## src/rtl/uart_loopback_display.sv

```systemverilog
// uart_loopback_display: button-triggered 8N1 UART transmitter whose serial line is
// looped back into a receiver; the last good byte drives the LEDs and its low five
// bits are shown in decimal on two active-low 7-segment digits.
module uart_loopback_display #(
  parameter int CLKS_PER_BIT = 1
) (
  input  logic       clk,
  input  logic       rst,
  input  logic       btn,
  input  logic [7:0] data,
  output logic       transmission,
  output logic [7:0] led_data,
  output logic [6:0] disp1,
  output logic [6:0] disp0
);

  localparam int CW   = (CLKS_PER_BIT > 1) ? $clog2(CLKS_PER_BIT) : 1;
  localparam int HALF = (CLKS_PER_BIT - 1) / 2;
  localparam logic [CW-1:0] LAST      = CW'(CLKS_PER_BIT - 1);
  localparam logic [CW-1:0] HALF_LAST = CW'((HALF > 0) ? HALF - 1 : 0);

  typedef enum logic [1:0] {IDLE, START, DATA, STOP} state_t;

  // Active-low segment pattern {g,f,e,d,c,b,a} for one decimal digit.
  function automatic logic [6:0] seg7(input logic [3:0] d);
    case (d)
      4'd0:    seg7 = 7'b1000000;
      4'd1:    seg7 = 7'b1111001;
      4'd2:    seg7 = 7'b0100100;
      4'd3:    seg7 = 7'b0110000;
      4'd4:    seg7 = 7'b0011001;
      4'd5:    seg7 = 7'b0010010;
      4'd6:    seg7 = 7'b0000010;
      4'd7:    seg7 = 7'b1111000;
      4'd8:    seg7 = 7'b0000000;
      4'd9:    seg7 = 7'b0010000;
      default: seg7 = 7'b1111111;
    endcase
  endfunction

  // ---------------- transmitter ----------------
  state_t          tx_state, tx_state_nxt;
  logic            btn_q;
  logic [7:0]      tx_shift;
  logic [CW-1:0]   tx_cnt;
  logic [2:0]      tx_bit;
  logic            tx_go, tx_tick;

  assign tx_go   = btn_q & ~btn;
  assign tx_tick = (tx_cnt == LAST);

  // Previous button level, used to find the falling edge of a press.
  always_ff @(posedge clk) begin
    if (rst) btn_q <= 1'b1;
    else     btn_q <= btn;
  end

  // TX state register.
  always_ff @(posedge clk) begin
    if (rst) tx_state <= IDLE;
    else     tx_state <= tx_state_nxt;
  end

  // TX next state: presses are only accepted while idle, so edges mid-frame are dropped.
  always_comb begin
    tx_state_nxt = tx_state;
    case (tx_state)
      IDLE:    if (tx_go) tx_state_nxt = START;
      START:   if (tx_tick) tx_state_nxt = DATA;
      DATA:    if (tx_tick && tx_bit == 3'd7) tx_state_nxt = STOP;
      STOP:    if (tx_tick) tx_state_nxt = IDLE;
      default: tx_state_nxt = IDLE;
    endcase
  end

  // TX bit-time and bit-index counters.
  always_ff @(posedge clk) begin
    if (rst || tx_state == IDLE) begin
      tx_cnt <= '0;
      tx_bit <= '0;
    end else if (tx_tick) begin
      tx_cnt <= '0;
      if (tx_state == DATA) tx_bit <= tx_bit + 3'd1;
    end else begin
      tx_cnt <= tx_cnt + CW'(1);
    end
  end

  // TX shift register: byte captured on the start cycle, shifted out LSB first.
  always_ff @(posedge clk) begin
    if (tx_state == IDLE && tx_go)       tx_shift <= data;
    else if (tx_state == DATA && tx_tick) tx_shift <= {1'b0, tx_shift[7:1]};
  end

  // Serial line level derived from the TX state; idle and stop are both high.
  always_comb begin
    transmission = 1'b1;
    case (tx_state)
      START:   transmission = 1'b0;
      DATA:    transmission = tx_shift[0];
      default: transmission = 1'b1;
    endcase
  end

  // ---------------- receiver ----------------
  state_t          rx_state, rx_state_nxt;
  logic [7:0]      rx_shift;
  logic [CW-1:0]   rx_cnt;
  logic [2:0]      rx_bit;
  logic            rx_tick, rx_mid, line;

  assign line    = transmission;
  assign rx_tick = (rx_cnt == LAST);
  assign rx_mid  = (rx_cnt == HALF_LAST);

  // RX state register.
  always_ff @(posedge clk) begin
    if (rst) rx_state <= IDLE;
    else     rx_state <= rx_state_nxt;
  end

  // RX next state: with no half-bit wait the falling edge itself confirms the start bit.
  always_comb begin
    rx_state_nxt = rx_state;
    case (rx_state)
      IDLE:    if (!line) rx_state_nxt = (HALF == 0) ? DATA : START;
      START:   if (line) rx_state_nxt = IDLE;
               else if (rx_mid) rx_state_nxt = DATA;
      DATA:    if (rx_tick && rx_bit == 3'd7) rx_state_nxt = STOP;
      STOP:    if (rx_tick) rx_state_nxt = IDLE;
      default: rx_state_nxt = IDLE;
    endcase
  end

  // RX counters: restart on every state change and at each bit boundary.
  always_ff @(posedge clk) begin
    if (rst || rx_state == IDLE) begin
      rx_cnt <= '0;
      rx_bit <= '0;
    end else if (rx_tick || rx_state != rx_state_nxt) begin
      rx_cnt <= '0;
      if (rx_state == DATA && rx_tick) rx_bit <= rx_bit + 3'd1;
    end else begin
      rx_cnt <= rx_cnt + CW'(1);
    end
  end

  // RX shift register: samples enter at the MSB so the first bit ends up in bit 0.
  always_ff @(posedge clk) begin
    if (rx_state == DATA && rx_tick) rx_shift <= {line, rx_shift[7:1]};
  end

  // LED register: only a frame with a valid stop bit updates it.
  always_ff @(posedge clk) begin
    if (rst) led_data <= '0;
    else if (rx_state == STOP && rx_tick && line) led_data <= rx_shift;
  end

  // ---------------- display ----------------
  logic [4:0] v;
  logic [3:0] tens, units;

  assign v     = led_data[4:0];
  assign tens  = 4'(v / 5'd10);
  assign units = 4'(v % 5'd10);

  // Decimal digits of the low five LED bits, leading zero kept.
  always_comb begin
    disp1 = seg7(tens);
    disp0 = seg7(units);
  end

endmodule

```

## config.mk

```make
export PLATFORM = sky130hd
export DESIGN_NAME = uart_loopback_display
export DESIGN_NICKNAME = d
export VERILOG_FILES = /design/src/rtl/uart_loopback_display.sv
export SDC_FILE = /design/constraint.sdc
export NUM_CORES = 1
export LEC_CHECK = 0
export ABC_AREA = 0
export CAP_MARGIN = 15
export CORE_UTILIZATION = 30
export DETAILED_ROUTE_END_ITERATION = 10
export GPL_ROUTABILITY_DRIVEN = 0
export PLACE_DENSITY_LB_ADDON = 0.3
export SLEW_MARGIN = 40
export SYNTH_ARGS = -nofsm -noshare
export SYNTH_HDL_FRONTEND = slang
export SYNTH_SLANG_ARGS = --single-unit
```

## constraint.sdc

```tcl
create_clock -name clk -period 3.4 [get_ports clk]
set_input_delay 0.68 -clock clk [delete_from_list [all_inputs] [get_ports clk]]
set_output_delay 0.68 -clock clk [all_outputs]
set_load 0.02 [all_outputs]
```

Word level (Yosys, flattened, before mapping)

Memories as Yosys holds them, arrays and structs flattened.
Cells that the tools add are included.

Memories: 2
Bits of input ports: 11
Output and inout bits: 23
ROM bits: 224
Register bits: 37
Logic and storage cells: 67

Memories:

| memory          | words | width | read ports | clocked after Yosys merged registers in | wr ports | RTL line | source |
|---|---|---|---|---|---|---|---|
| (no name shown) | 16    | 7     | 1          | 0                                       | 0        | 26       | `case (d)` |
| (no name shown) | 16    | 7     | 1          | 0                                       | 0        | 26       |  |

Bitwise gates (word level): 4
Multiplexer cells: 14
Reduce and logical (&&, ||, !) cells: 18
Eq/ne operators: 13
Divide/modulo/power cells: 2
Add/sub/neg operators: 4

Operators with widths:

| kind                                                                   | count |
|---|---|
| 2-bit 2-to-1 mux                                                       | 9 |
| 8-bit 2-to-1 mux                                                       | 2 |
| 2-bit case mux with 4 select lines                                     | 2 |
| 2-bit == test, second input constant                                   | 4 |
| 2-bit inequality test, second input constant                           | 4 |
| 1-bit logical AND                                                      | 7 |
| 3-bit by 1-bit adder with 3-bit output, second input constant          | 2 |
| 3-bit == test, second input constant                                   | 2 |
| 5-bit by 4-bit divider with 5-bit output, second input constant        | 1 |
| 5-bit by 4-bit remainder unit with 5-bit output, second input constant | 1 |
| 2-bit by 1-bit == test with 1-bit output, second input constant        | 2 |
| 2-bit zero test                                                        | 2 |
| 2-bit AND reduction                                                    | 2 |
| 4-bit AND reduction                                                    | 1 |
| 2-bit OR reduction                                                     | 2 |
| 1-bit logical OR                                                       | 3 |
| 1-bit NOT                                                              | 3 |
| 1-bit adder, second input constant                                     | 2 |
| 2-bit inequality test                                                  | 1 |
| 1-bit case mux with 2 select lines                                     | 1 |
| 2-bit nonzero test                                                     | 1 |
| 1-bit bitwise AND                                                      | 1 |

Logic depth before layout (Yosys ltp)

Gate-level depths: netlist (run 1).

Depth in word-level cells: 7
Gate-level depth with buffers: 12

Worst setup path before layout (run 1)

No wires, ideal clock.

Path kind: reg2out
From: reg led_data[3]
To: out disp0[5]
Path buffers: 0
Arrival: 3016 ps
Slack: -296 ps
Cell stages (with the launch flop): 13
Cells stage by stage: dfxtp_1 inv_1 ha_1 o21ai_2 xnor2_1 ha_1 a21oi_2 and2_1 o221ai_2 inv_1 ha_1 nand2b_1 a31oi_1

Word-level cells in the longest chain between the ends: 2

Ends and longest elaborated chain:

| element                                         | RTL line | source |
|---|---|---|
| from (decl)                                     | 12       | `output logic [7:0] led_data,` |
| from (signal assigned)                          | 156      | `else if (rx_state == STOP && rx_tick && line) led_data <= rx_shift;` |
| 5-bit by 4-bit remainder unit with 5-bit output | 165      | `assign units = 4'(v % 5'd10);` |
| memory read 16 x 7 bit                          | -        |  |
| to (decl)                                       | 14       | `output logic [6:0] disp0` |

Every way passes these cells.

Worst setup path after layout (run 1)

Same ends and word-level chain as after synthesis.

==> results.json, run 1 <==
{
  "grt_max_degree": 20,
  "power_density_nw_per_um2": 436,
  "via_count": 1507,
  "startpoint_type": "flip-flop",
  "critPathArrivalTime_ns": 2.68,
  "firstDrtPassIters": 4,
  "dp_hpwl_um": 2720,
  "cap_violations": 0,
  "avgViaCountPerCell": 4.68,
  "leakagePower_uw": 0.00118,
  "synth_seq_cells": 37,
  "end_kind": "output pin",
  "yosys_most_used_dff": "dfxtp_1",
  "cts_tree": "built",
  "yosysMostFrequentCell": "nor2_1",
  "layout.nets": 272,
  "numCtsBuffers": 5,
  "finalHoldViolations": 0,
  "cts_buffer_depth": 2,
  "yosys.area.top_type": "edfxtp_1",
  "die_area_um2": 7010,
  "synthDistinctLibCells": 48,
  "remaining_drc_errors": 0,
  "critical_path_class": "reg2out",
  "crit_path_frequent_cell": "buf_4",
  "synth_warnings": 0,
  "status": "completed",
  "multi_input_area_um2": 1170,
  "fin_util_pct": 44.4,
  "drive_above_1_share_pct": 33.1,
  "drv_slew": 0,
  "postSynth.asyncResetShare_pct": 0,
  "fill_cells": 592,
  "row_count": 29,
  "finalCriticalPeriod_ns": 3.36,
  "peakVddDrop_mv": 0.369,
  "synthToLayoutAreaGrowth_pct": 41.6,
  "synth_edf_count": 16,
  "drt_iter0_drc": 65,
  "yosys.area.top_type_share_pct": 24.0,
  "worst_slack_ns": 0.0438,
  "ant_nets": 0,
  "fin_tns_setup_ns": 0,
  "slowest_delay_ns": 0.34,
  "clock_latency_ns": 0.29,
  "antenna_found_initial": 0,
  "synth_area_per_cell_um2": 10.8,
  "overflow": 0,
  "critPathTopFamily": "compound AO/OA/AOI/OAI gates",
  "grt_pass1_vias": 1517,
  "rsz0062_at_grt": "yes",
  "min_path_type": "reg2reg",
  "start_util_pct": 31.4,
  "synth.cell_area_um2": 2000,
  "synthCells": 185,
  "grt_usage_pct": 12.4,
  "port_buffers": 32,
  "yosysSeqAreaShare_pct": 45.0,
  "routed_wirelength_um": 3890,
  "diodes": 0,
  "cts.sinks": 37,
  "power_uw": 1240,
  "crit_slowest_cell": "dfxtp_2",
  "setup_violations": 0,
  "place_ws_ns": -0.108,
  "wl_per_cell_um": 12.1,
  "tightest_slew_ns": 0.733,
  "fp.dieW_um": 83.7,
  "yosys-top-cells-count": "22 x nor2_1, 21 x dfxtp_1, 17 x ha_1, 16 x edfxtp_1, 14 x mux2i_1",
  "grt_pass1_wl_um": 6890,
  "regArea_um2": 903,
  "core-area_um2": 6390,
  "die_height_um": 83.7,
  "yosys-top-cells-area": "edfxtp_1 24%, dfxtp_1 21%, ha_1 11%",
  "path_clk_slew_ns": 0.07,
  "ios": 34,
  "crit_required_ns": 2.72,
  "worstPathMaxFanout": 7,
  "post-route-period-util_pct": 98.7,
  "root_buffer": "clkbuf_8",
  "fmax_ghz": 0.298,
  "cp_num_buf_inv": 4,
  "htree_levels": 2,
  "max_slew_margin_pct": 51.0,
  "skew_ns": 0.00449,
  "path_cells": "inv_2 > ha_4 > o21ai_4 > xnor2_2 > ha_2 > a21oi_2 > buf_4 > a41o_1 > a21boi_4 > nor3_4 > buf_4 > a31oi_4 > buf_2"
}
state kept, by name (all words and copies together), names as in the netlist:
signal,cells
btn_q,1
led_data,8
rx_bit,3
rx_cnt,1
rx_shift,8
rx_state,2
tx_bit,3
tx_cnt,1
tx_shift,8
tx_state,2
layout make-up:
| class | count | area share [%] |
|---|---|---|
| Clock buffer | 6 | 2.91 |
| Clock inverter | 2 | 1.32 |
| Inverter | 12 | 1.72 |
| Multi-Input combinational cell | 132 | 41.2 |
| Sequential cell | 37 | 31.8 |
| Tap cell | 77 | 3.40 |
| Timing Repair Buffer | 56 | 17.6 |
per-layer routing:
layer  global-route usage, %  up-vias  routed length [um]
li1                        -      778                   -
met3                    3.36        5                 131
met4                    5.08        0                  48
met5                       0        -                   0
met1                    15.3      697                1780
met2                    20.3       27                1930
path summary, 6_finish.rpt:
check,from,end,slack [ns],depth (start not counted)
worst max-delay path,led_data[3],disp0[5],0.04,13
worst min-delay path,rx_shift[2],rx_shift[1],0.46,0
worst max register to register,tx_state[0],led_data[7],1.27,8
worst min register to register,rx_shift[2],rx_shift[1],0.46,0
power by group:
group	switching, uW	internal (uW)
clock	156	238
sequential	35.7	562
combinational	136	108
what timing repair did:
action	4_1_cts	5_1_grt
setup endpoints to repair	9	12
buffers inserted	2	4
resized for setup	33	29
pin swaps	4	11
hold buffers	0	0
layout by cell type, fill, tap and decap left out, types with 6 or more instances in the layout:
cell / synthesis / routed
mux2i_1: 14 / 14
dfxtp_1: 21 / 19
buf_4: 2 / 24
edfxtp_1: 16 / 16
clkdlybuf4s50_1: 0 / 22
mux2_2: 7 / 7
nand2_1: 12 / 10
clkbuf_8: 0 / 6
ha_1: 17 / 12
inv_1: 11 / 8
nor2_1: 22 / 22
through the flow:
stage               hold slack (ns)  area (um^2)  cells
floorplan                     0.426         2040    187
global placement              0.440         2560    308
detailed placement            0.441         2560    308
CTS                           0.459         2710    318
global route                  0.480         2840    322
finish                        0.456         2840    322
cells by family (layout without fill, tap and decap cells):
logic type                 Yosys count  after routing  synth area share, %
and+or+nand+nor                     53             53                 13.5
DFF                                 37             37                 45.0
AOI/OAI and AO/OA                   35             35                 14.3
muxes                               22             22                 11.7
buffers and inverters               18             76                 3.87
adders and majority gates           17             17                 10.6
xor gates and xnor gates             2              2                0.875
other                                1              3                0.187
Power figures use the tool's default switching activity.
==> inputs of run 2 (changes only) <==
Clock period 3.4 ns to 4.3 ns, I/O delays scaled along.
==> results.json, run 2 (same netlist as run 1, synthesis figures left out) <==
{
  "p_comb_share_pct": 20.1,
  "fin_tns_setup_ns": 0,
  "drive_above_1_share_pct": 15.7,
  "synthToLayoutAreaGrowth_pct": 29.2,
  "layoutNonFillerInstCount": 300,
  "peakVddDrop_mv": 0.269,
  "avgViaCountPerCell": 4.75,
  "max_slew_margin_pct": 51.1,
  "seqPwrFrac_pct": 48.8,
  "finalCriticalPeriod_ns": 4.11,
  "stdcell_area_um2": 2590,
  "final_cell_mix": "30 x clkdlybuf4s50_1, 22 x nor2_1, 20 x dfxtp_1, 16 x edfxtp_1, 15 x ha_1",
  "fp.dieW_um": 83.7,
  "p_clk_share_pct": 31.1,
  "core-area_um2": 6390,
  "antenna_found_initial": 0,
  "die_height_um": 83.7,
  "leakagePower_uw": 0.00103,
  "cap_violations": 0,
  "critPathArrivalTime_ns": 3.25,
  "holdWs_ns": 0.461,
  "dp_hpwl_um": 2520,
  "cts_hold_buffers": 0,
  "htree_levels": 2,
  "internal-power_uw": 703,
  "power_density_nw_per_um2": 372,
  "firstDrtPassIters": 4,
  "tightest_slew_ns": 0.730,
  "min_path_type": "reg2reg",
  "worstPathMaxFanout": 7,
  "status": "completed",
  "routed_wirelength_um": 3500,
  "grt_pass1_vias": 1399,
  "layout.nets": 250,
  "clock_latency_ns": 0.29,
  "grt_usage_pct": 10.9,
  "start_util_pct": 31.4,
  "grt_pass1_wl_um": 6100,
  "port_buffers": 32,
  "ant_nets": 0,
  "drv_slew": 0,
  "drt_iter0_drc": 52,
  "power_switching_uw": 260,
  "path_clk_slew_ns": 0.07,
  "fmax_ghz": 0.243,
  "end_kind": "output pin",
  "overflow": 0,
  "startpoint_type": "flip-flop",
  "crit_required_ns": 3.44,
  "skew_ns": 0.0110,
  "root_buffer": "clkbuf_8",
  "setup_violations": 0,
  "critical_path_class": "reg2out",
  "row_count": 29,
  "die_area_um2": 7010,
  "top_regs": "led_data (8), rx_shift (8), tx_shift (8)",
  "numCtsBuffers": 5,
  "ios": 34,
  "dp.cells": 292,
  "cts.sinks": 37,
  "wl_per_cell_um": 11.7,
  "fill_cells": 620,
  "final_common_cell": "clkdlybuf4s50_1",
  "switching_share_pct": 27.0,
  "placed_area_um2": 2410,
  "cts_tree": "built",
  "cts_buffer_depth": 2,
  "via_count": 1424,
  "postCtsSetupBuffers": 0,
  "diodes": 0,
  "post-route-period-util_pct": 95.6,
  "remaining_drc_errors": 0,
  "grt_max_degree": 20,
  "finalHoldViolations": 0
}
[run 2: path summary, 6_finish.rpt]
check | to | slack (ns) | cells past startpoint | startpoint
hold reg to reg | rx_shift[4] | 0.46 | 0 | rx_shift[5]
hold / removal | rx_shift[4] | 0.46 | 0 | rx_shift[5]
setup / recovery | disp0[3] | 0.19 | 11 | led_data[3]
setup reg to reg | led_data[1] | 2.15 | 8 | tx_state[0]
[run 2: timing repair]
action | 4_1_cts | 5_1_grt
setup endpoints to repair | 3 | 6
resized for setup | 2 | 9
cloned | 0 | 0
hold endpoints to repair | 0 | 0
[run 2: metal layers]
layer	GRT usage (%)	routed length (um)
met2	18.2	1650
met4	5.39	77
met5	0	0
met3	3.26	117
met1	12.7	1650
[run 2: final cells by class]
cell class | count | area (um^2) | share of cell area [%]
well taps | 77 | 96.3 | 3.72
clock inverters | 3 | 46.3 | 1.79
repair buffers | 34 | 340 | 13.1
inverters | 12 | 45.0 | 1.74
multi-input cells | 132 | 1090 | 42.1
flip-flops and latches | 37 | 902 | 34.8
clock buffers | 5 | 68.8 | 2.66
[run 2: through the flow]
step                util [%]  setup slack [ns]  power [uW]
global placement        37.7             0.290         673
floorplan                  -             0.424         616
finish                  40.5             0.191         963
global route            40.5          -0.00592        1020
CTS                     39.8           0.00524         979
detailed placement      37.7             0.213         677
[run 2: power by group through the flow]
| stage | sequential, uW | combinational, uW | clock (uW) |
|---|---|---|---|
| global route | 478 | 217 | 323 |
| finish | 470 | 194 | 299 |
| CTS | 471 | 199 | 309 |
| floorplan | 470 | 145 | 0 |
| global placement | 478 | 195 | 0 |
| detailed placement | 479 | 198 | 0 |
[run 2: critical path: stages, from the launching register on]
cell             delay [ns]
dfxtp_1                0.33
inv_1                  0.06
ha_2                   0.20
o21ai_4                0.22
xnor2_4                0.17
ha_1                   0.33
a21o_1                 0.18
a221o_1                0.35
o311a_2                0.20
mux2i_1                0.16
a21oi_1                0.15
clkdlybuf4s50_1        0.62
==> inputs of run 3 (changes only) <==
Settings changed: GPL_ROUTABILITY_DRIVEN 0 to default.
==> results of run 3 <==
The final DEF is identical to that of run 2; final timing and power are the same.
==> RTL edit 1: new RTL, config.mk and constraints of run 1 <==
Re-encode `state_t` (4 states) as one-hot, 4 bits wide.
--- a/src/rtl/uart_loopback_display.sv
+++ b/src/rtl/uart_loopback_display.sv
@@ -19,7 +19,7 @@
   localparam logic [CW-1:0] LAST      = CW'(CLKS_PER_BIT - 1);
   localparam logic [CW-1:0] HALF_LAST = CW'((HALF > 0) ? HALF - 1 : 0);
 
-  typedef enum logic [1:0] {IDLE, START, DATA, STOP} state_t;
+  typedef enum logic [3:0] {IDLE = 4'b0001, START = 4'b0010, DATA = 4'b0100, STOP = 4'b1000} state_t;
 
   // Active-low segment pattern {g,f,e,d,c,b,a} for one decimal digit.
   function automatic logic [6:0] seg7(input logic [3:0] d);
Check against the original RTL: no difference found for any inputs over 10 cycles, from zero or initial values and one cycle with rst high; not proved beyond that.
==> RTL edit 1 against run 1 <==
Cell area rose by 0.75%. Sequential cell count is 4 higher. Wire length increased by 5.3%. Setup slack improved by 0.14 ns. Area after synthesis is 16% higher. Critical path depth down 1.
Power is not compared: it rests on default switching activity, and its combinational part moved more than twofold at a synthesized area within 25%.
==> RTL edit 1: results (changes against run 1) <==
Status
  • Status: completed

Clock tree
  • Skew-Pair Late Insertion Delay: 0.29 ns (about the same)
  • CTS Buffer Depth: 2 (unchanged)
  • Post-CTS Setup Bufs: 0 (-2)
  • Cts repair resizes: 9 (-73%)

Route
  • Met2 routed WL: 1.91 mm (-1.3%)
  • Final wirelength: 4.10 mm (+5.3%)
  • Routed WL per cell: 11.4 um (-5.8%)
  • Drt initial violations: 73 (+12%)
  • WL met3: 152 um (+16%)
  • DR vias/cell: 4.73 (+1.0%)
  • WL met1: 1.98 mm (+11%)
  • DR pass1 iterations: 4 (unchanged)

Synth
  • Count of cell types in the netlist: 59 (+23%)
  • Multiplexer share of the synthesized area: 9.22% (-2.5 points)
  • Synth Area in Compound Gates: 15.4% (+1.1 points)
  • Adder-cell share of the synthesized area: 5.93% (-4.7 points)
  • Post-synthesis instance total: 221 (+19%)
  • Synth top cells by count: dfxtp_1 (25), nor2_1 (21), edfxtp_1 (16)
  • Synth area leaders: dfxtp_1 (22%), edfxtp_1 (21%), ha_1 (5.9%), mux2i_1 (5.2%), mux2_1 (3.4%)
  • Sequential fraction of the synthesis area: 42.3% (-2.7 points)
  • XOR/XNOR share of the synthesized area: 2.70% (+1.8 points)

Place
  • Placed cell area: 0.00276 mm^2 (+7.6%)
  • Dpl hpwl: 3.07 mm (+13%)
  • Inst Count DP: 352 (+14%)
  • DP Worst Slack: 0.0942 ns (+0.202 ns)

Setup path
  • Slowest cell on the critical path: dfxtp_1
  • Worst Path Arrival: 2.53 ns (-0.15 ns)
  • CP Max Fanout: 8 (+1)
  • Worst r2r path cells: 5 (-3)
  • CP max stage delay: 0.35 ns

Global routing
  • Vias in the first global route: 1595 (+5.1%)
  • First-pass GRT wire length: 7.19 mm (+4.4%)
  • Largest net degree at the start of global routing: 20 (unchanged)
  • Tot GR Track Use: 10.8% (-1.5 points)

Worst hold path
  • Hold Crit Class: flip-flop to flip-flop

STA
  • Worst clock skew: 0.00987 ns (+0.00537 ns)
  • Rel. slew slack: 53.0% (+2.0 points)

Finish
  • Ratio of cells with drive above 1 in the final layout: 16.9% (-16 points)
  • Nets@finish: 282 (+3.7%)
RTL edit 1: changes by cell type after synthesis, moves of 3 or more:
cell,before,now
a21oi_1,5,9
a22oi_1,2,5
and2_1,4,1
buf_6,0,5
dfxtp_1,21,25
ha_1,17,11
inv_1,11,14
mux2_1,0,7
mux2_2,7,0
nand2b_1,2,5
nor4_1,0,3
o21ai_1,2,5
RTL edit 1: logic make-up after synthesis:
group,after synthesis
AOI/OAI and AO/OA,46
xor gates and xnor gates,5
adders and majority gates,11
buffers and inverters,28
DFF,41
muxes,20
other,1
and+or+nand+nor,69
RTL edit 1: area by class of cell:
cell class,instances,area (um^2)
fillers,747,4510
multi-input cells,154,1200
flip-flops and latches,41,981
repair buffers,43,384
well taps,99,124
clock buffers,5,68.8
inverters,15,56.3
clock inverters,3,45.0
RTL edit 1: critical path: cells and delay by family, from the launching register on:
family / cells / cell delay (ns)
adders and majority gates: 2 / 0.40
AOI/OAI and AO/OA: 3 / 0.35
buffers and inverters: 3 / 0.58
muxes: 1 / 0.06
xor gates and xnor gates: 1 / 0.14
and+or+nand+nor: 2 / 0.36
DFF: 1 / 0.35
RTL edit 1: where the power goes:
part | internal (mW) | switching, mW | total, mW
combinational | 0.0375 | 0.0343 | 0.0719
sequential | 0.528 | 0.0132 | 0.541
clock | 0.220 | 0.171 | 0.391
RTL edit 1: final timing paths:
kind | from | slack, ns | end
worst max-delay path | led_data[4] | 0.19 | disp0[5]
worst min-delay path | rx_shift[6] | 0.45 | rx_shift[5]
worst min register to register | rx_shift[6] | 0.45 | rx_shift[5]
worst max register to register | tx_state[1] | 1.49 | led_data[5]
RTL edit 1: metal layers:
metal | up-vias | global-route usage (%)
met1 | 798 | 13.5
li1 | 864 | -
met5 | - | 0
met4 | 0 | 4.30
met2 | 35 | 18.0
met3 | 5 | 2.62
==> RTL edit 2: new RTL, flow settings as in run 1 <==
Without the edit above. Make the reset (`rst`) asynchronous in 4 clocked blocks.
--- a/src/rtl/uart_loopback_display.sv
+++ b/src/rtl/uart_loopback_display.sv
@@ -50,13 +50,13 @@
   assign tx_tick = (tx_cnt == LAST);
 
   // Previous button level, used to find the falling edge of a press.
-  always_ff @(posedge clk) begin
+  always_ff @(posedge clk or posedge rst) begin
     if (rst) btn_q <= 1'b1;
     else     btn_q <= btn;
   end
 
   // TX state register.
-  always_ff @(posedge clk) begin
+  always_ff @(posedge clk or posedge rst) begin
     if (rst) tx_state <= IDLE;
     else     tx_state <= tx_state_nxt;
   end
@@ -114,7 +114,7 @@
   assign rx_mid  = (rx_cnt == HALF_LAST);
 
   // RX state register.
-  always_ff @(posedge clk) begin
+  always_ff @(posedge clk or posedge rst) begin
     if (rst) rx_state <= IDLE;
     else     rx_state <= rx_state_nxt;
   end
@@ -151,7 +151,7 @@
   end
 
   // LED register: only a frame with a valid stop bit updates it.
-  always_ff @(posedge clk) begin
+  always_ff @(posedge clk or posedge rst) begin
     if (rst) led_data <= '0;
     else if (rx_state == STOP && rx_tick && line) led_data <= rx_shift;
   end
Function: differs if rst is asserted again (counterexample within 4 cycles, from zero or initial values and one cycle with rst high); with rst held inactive, the same outputs for 10 cycles.
==> RTL edit 2 against run 1 <==
Via count shrank 2.9%. Total power shrank 5.9%. Cell area fell by 5.2%. Area after synthesis shrank 1.5%. Die area fell by 1.5%. Worst hold slack lost 0.0057 ns. Wire length decreased by 5.6%. Setup slack worse by 0.029 ns. First-iteration DRC count down 38%. Sequential power down 3.5%. Sequential cell count unchanged. Maximum frequency decreased by 0.86%. Critical path type unchanged.
==> RTL edit 2: results (changes against run 1) <==
Global routing
  • Largest net degree at the start of global routing: 15 (-25%)
  • Vias in the first global route: 1399 (-7.8%)
  • First-pass GRT wire length: 6.31 mm (-8.3%)
  • Tot GR Track Use: 11.3% (-1.1 points)

Route
  • WL met3: 149 um (+14%)
  • Met2 routed WL: 1.76 mm (-9.1%)
  • Final wirelength: 3.67 mm (-5.6%)
  • Drt initial violations: 40 (-38%)
  • WL met1: 1.71 mm (-3.7%)
  • DR vias: 1463 (-2.9%)

Power
  • Peak VDD IR: 0.000297 V (-19%)
  • Leak pwr: 1.12 nW (-5.2%)

STA
  • Slew at the pin closest to its max-slew limit: 0.758 ns (+0.0249 ns)
  • Hold WS: 0.450 ns (-0.00575 ns)

Synth
  • Async set-reset flop share out of synthesis: 35.1% (+35 points)
  • Count of cell types in the netlist: 44 (-8.3%)
  • Synth area leaders: edfxtp_1 (24%), dfrtp_1 (15%), ha_1 (9.5%), dfxtp_1 (8.1%), mux2_1 (4.0%)
  • Sequential fraction of the synthesis area: 49.0% (+4.0 points)
  • Synth top cells by count: edfxtp_1 (16), ha_1 (15), nand2_1 (14)

Setup path
  • Worst Path Arrival: 2.71 ns (+0.03 ns)
  • RR Endpoint: led_data[2]
  • Setup slack, reg-to-reg: 1.29 ns (+0.02 ns)
  • Slowest cell on the critical path: a221o_2
  • CP Max Fanout: 4 (-3)
  • Reg2Reg Launch Point: tx_state[0]
  • Worst r2r path cells: 7 (-1)

Finish
  • Nets@finish: 257 (-5.5%)
  • Diodes inserted: 0 (unchanged)
  • # fillers: 618 (+4.4%)
  • Design area: 0.00269 mm^2 (-5.2%)
  • Final Non-Filler Cells: 309 (-4.0%)

Clock tree
  • TritonCTS Buffers: 5 (unchanged)

Place
  • Inst Count DP: 300 (-2.6%)
  • DP Worst Slack: -0.189 ns (-0.0812 ns)
  • Dpl hpwl: 2.72 mm (about the same)
  • Placed cell area: 0.00255 mm^2 (-0.49%)

Worst hold path
  • Hold_sp: rx_shift[6]
  • Hold Crit Endpoint: rx_shift[5]

Status
  • Status: completed
## RTL edit 2: how the worst max path moves through the flow
stage,startpoint,slack [ns],cells past startpoint,endpoint
final,led_data[4],0.01,11,disp0[4]
after global routing,led_data[4],-0.11,11,disp0[4]
after CTS,led_data[4],0.0008,11,disp0[4]
after detailed placement,led_data[4],-0.19,11,disp0[4]
after global placement,led_data[4],-0.18,11,disp0[4]
after floorplan,led_data[2],0.02,10,disp0[3]
## RTL edit 2: power breakdown
| group | internal, mW | leakage (nW) | switching (mW) |
|---|---|---|---|
| combinational | 0.135 | 0.692 | 0.158 |
| sequential | 0.547 | 0.381 | 0.0302 |
| clock | 0.141 | 0.0439 | 0.151 |
| total | 0.824 | 1.12 | 0.340 |
## RTL edit 2: repair_timing
| item | 4_1_cts | 5_1_grt |
|---|---|---|
| pin swaps | 2 | 11 |
| endpoints found under the setup margin | 7 | 7 |
| setup buffers | 0 | 1 |
| gates resized for setup | 30 | 17 |
## RTL edit 2: final cells by class
cell class | instances | share of cell area [%]
clock inverters | 3 | 0.652
inverters | 12 | 1.68
clock buffers | 5 | 2.56
repair buffers | 51 | 16.7
well taps | 77 | 3.58
flip-flops and latches | 37 | 36.1
multi-input cells | 124 | 38.7
## RTL edit 2: cell families (layout without fill, tap and decap cells)
kind of cell,after synthesis,after routing,share of synthesized area (%)
AO/OA/AOI/OAI,37,37,12.9
XOR/XNOR,3,3,2.28
adder cells (fa/ha/maj),15,15,9.51
buffers and inverters,16,71,3.49
flip-flops,37,37,49.0
multiplexers,18,18,10.0
other,1,3,0.190
AND/OR/NAND/NOR,48,48,12.6
## RTL edit 2: metal layers
metal | vias up | track usage, %
met5 | - | 0
met4 | 0 | 4.70
met3 | 7 | 2.58
met2 | 35 | 18.6
met1 | 685 | 14.1
li1 | 736 | -
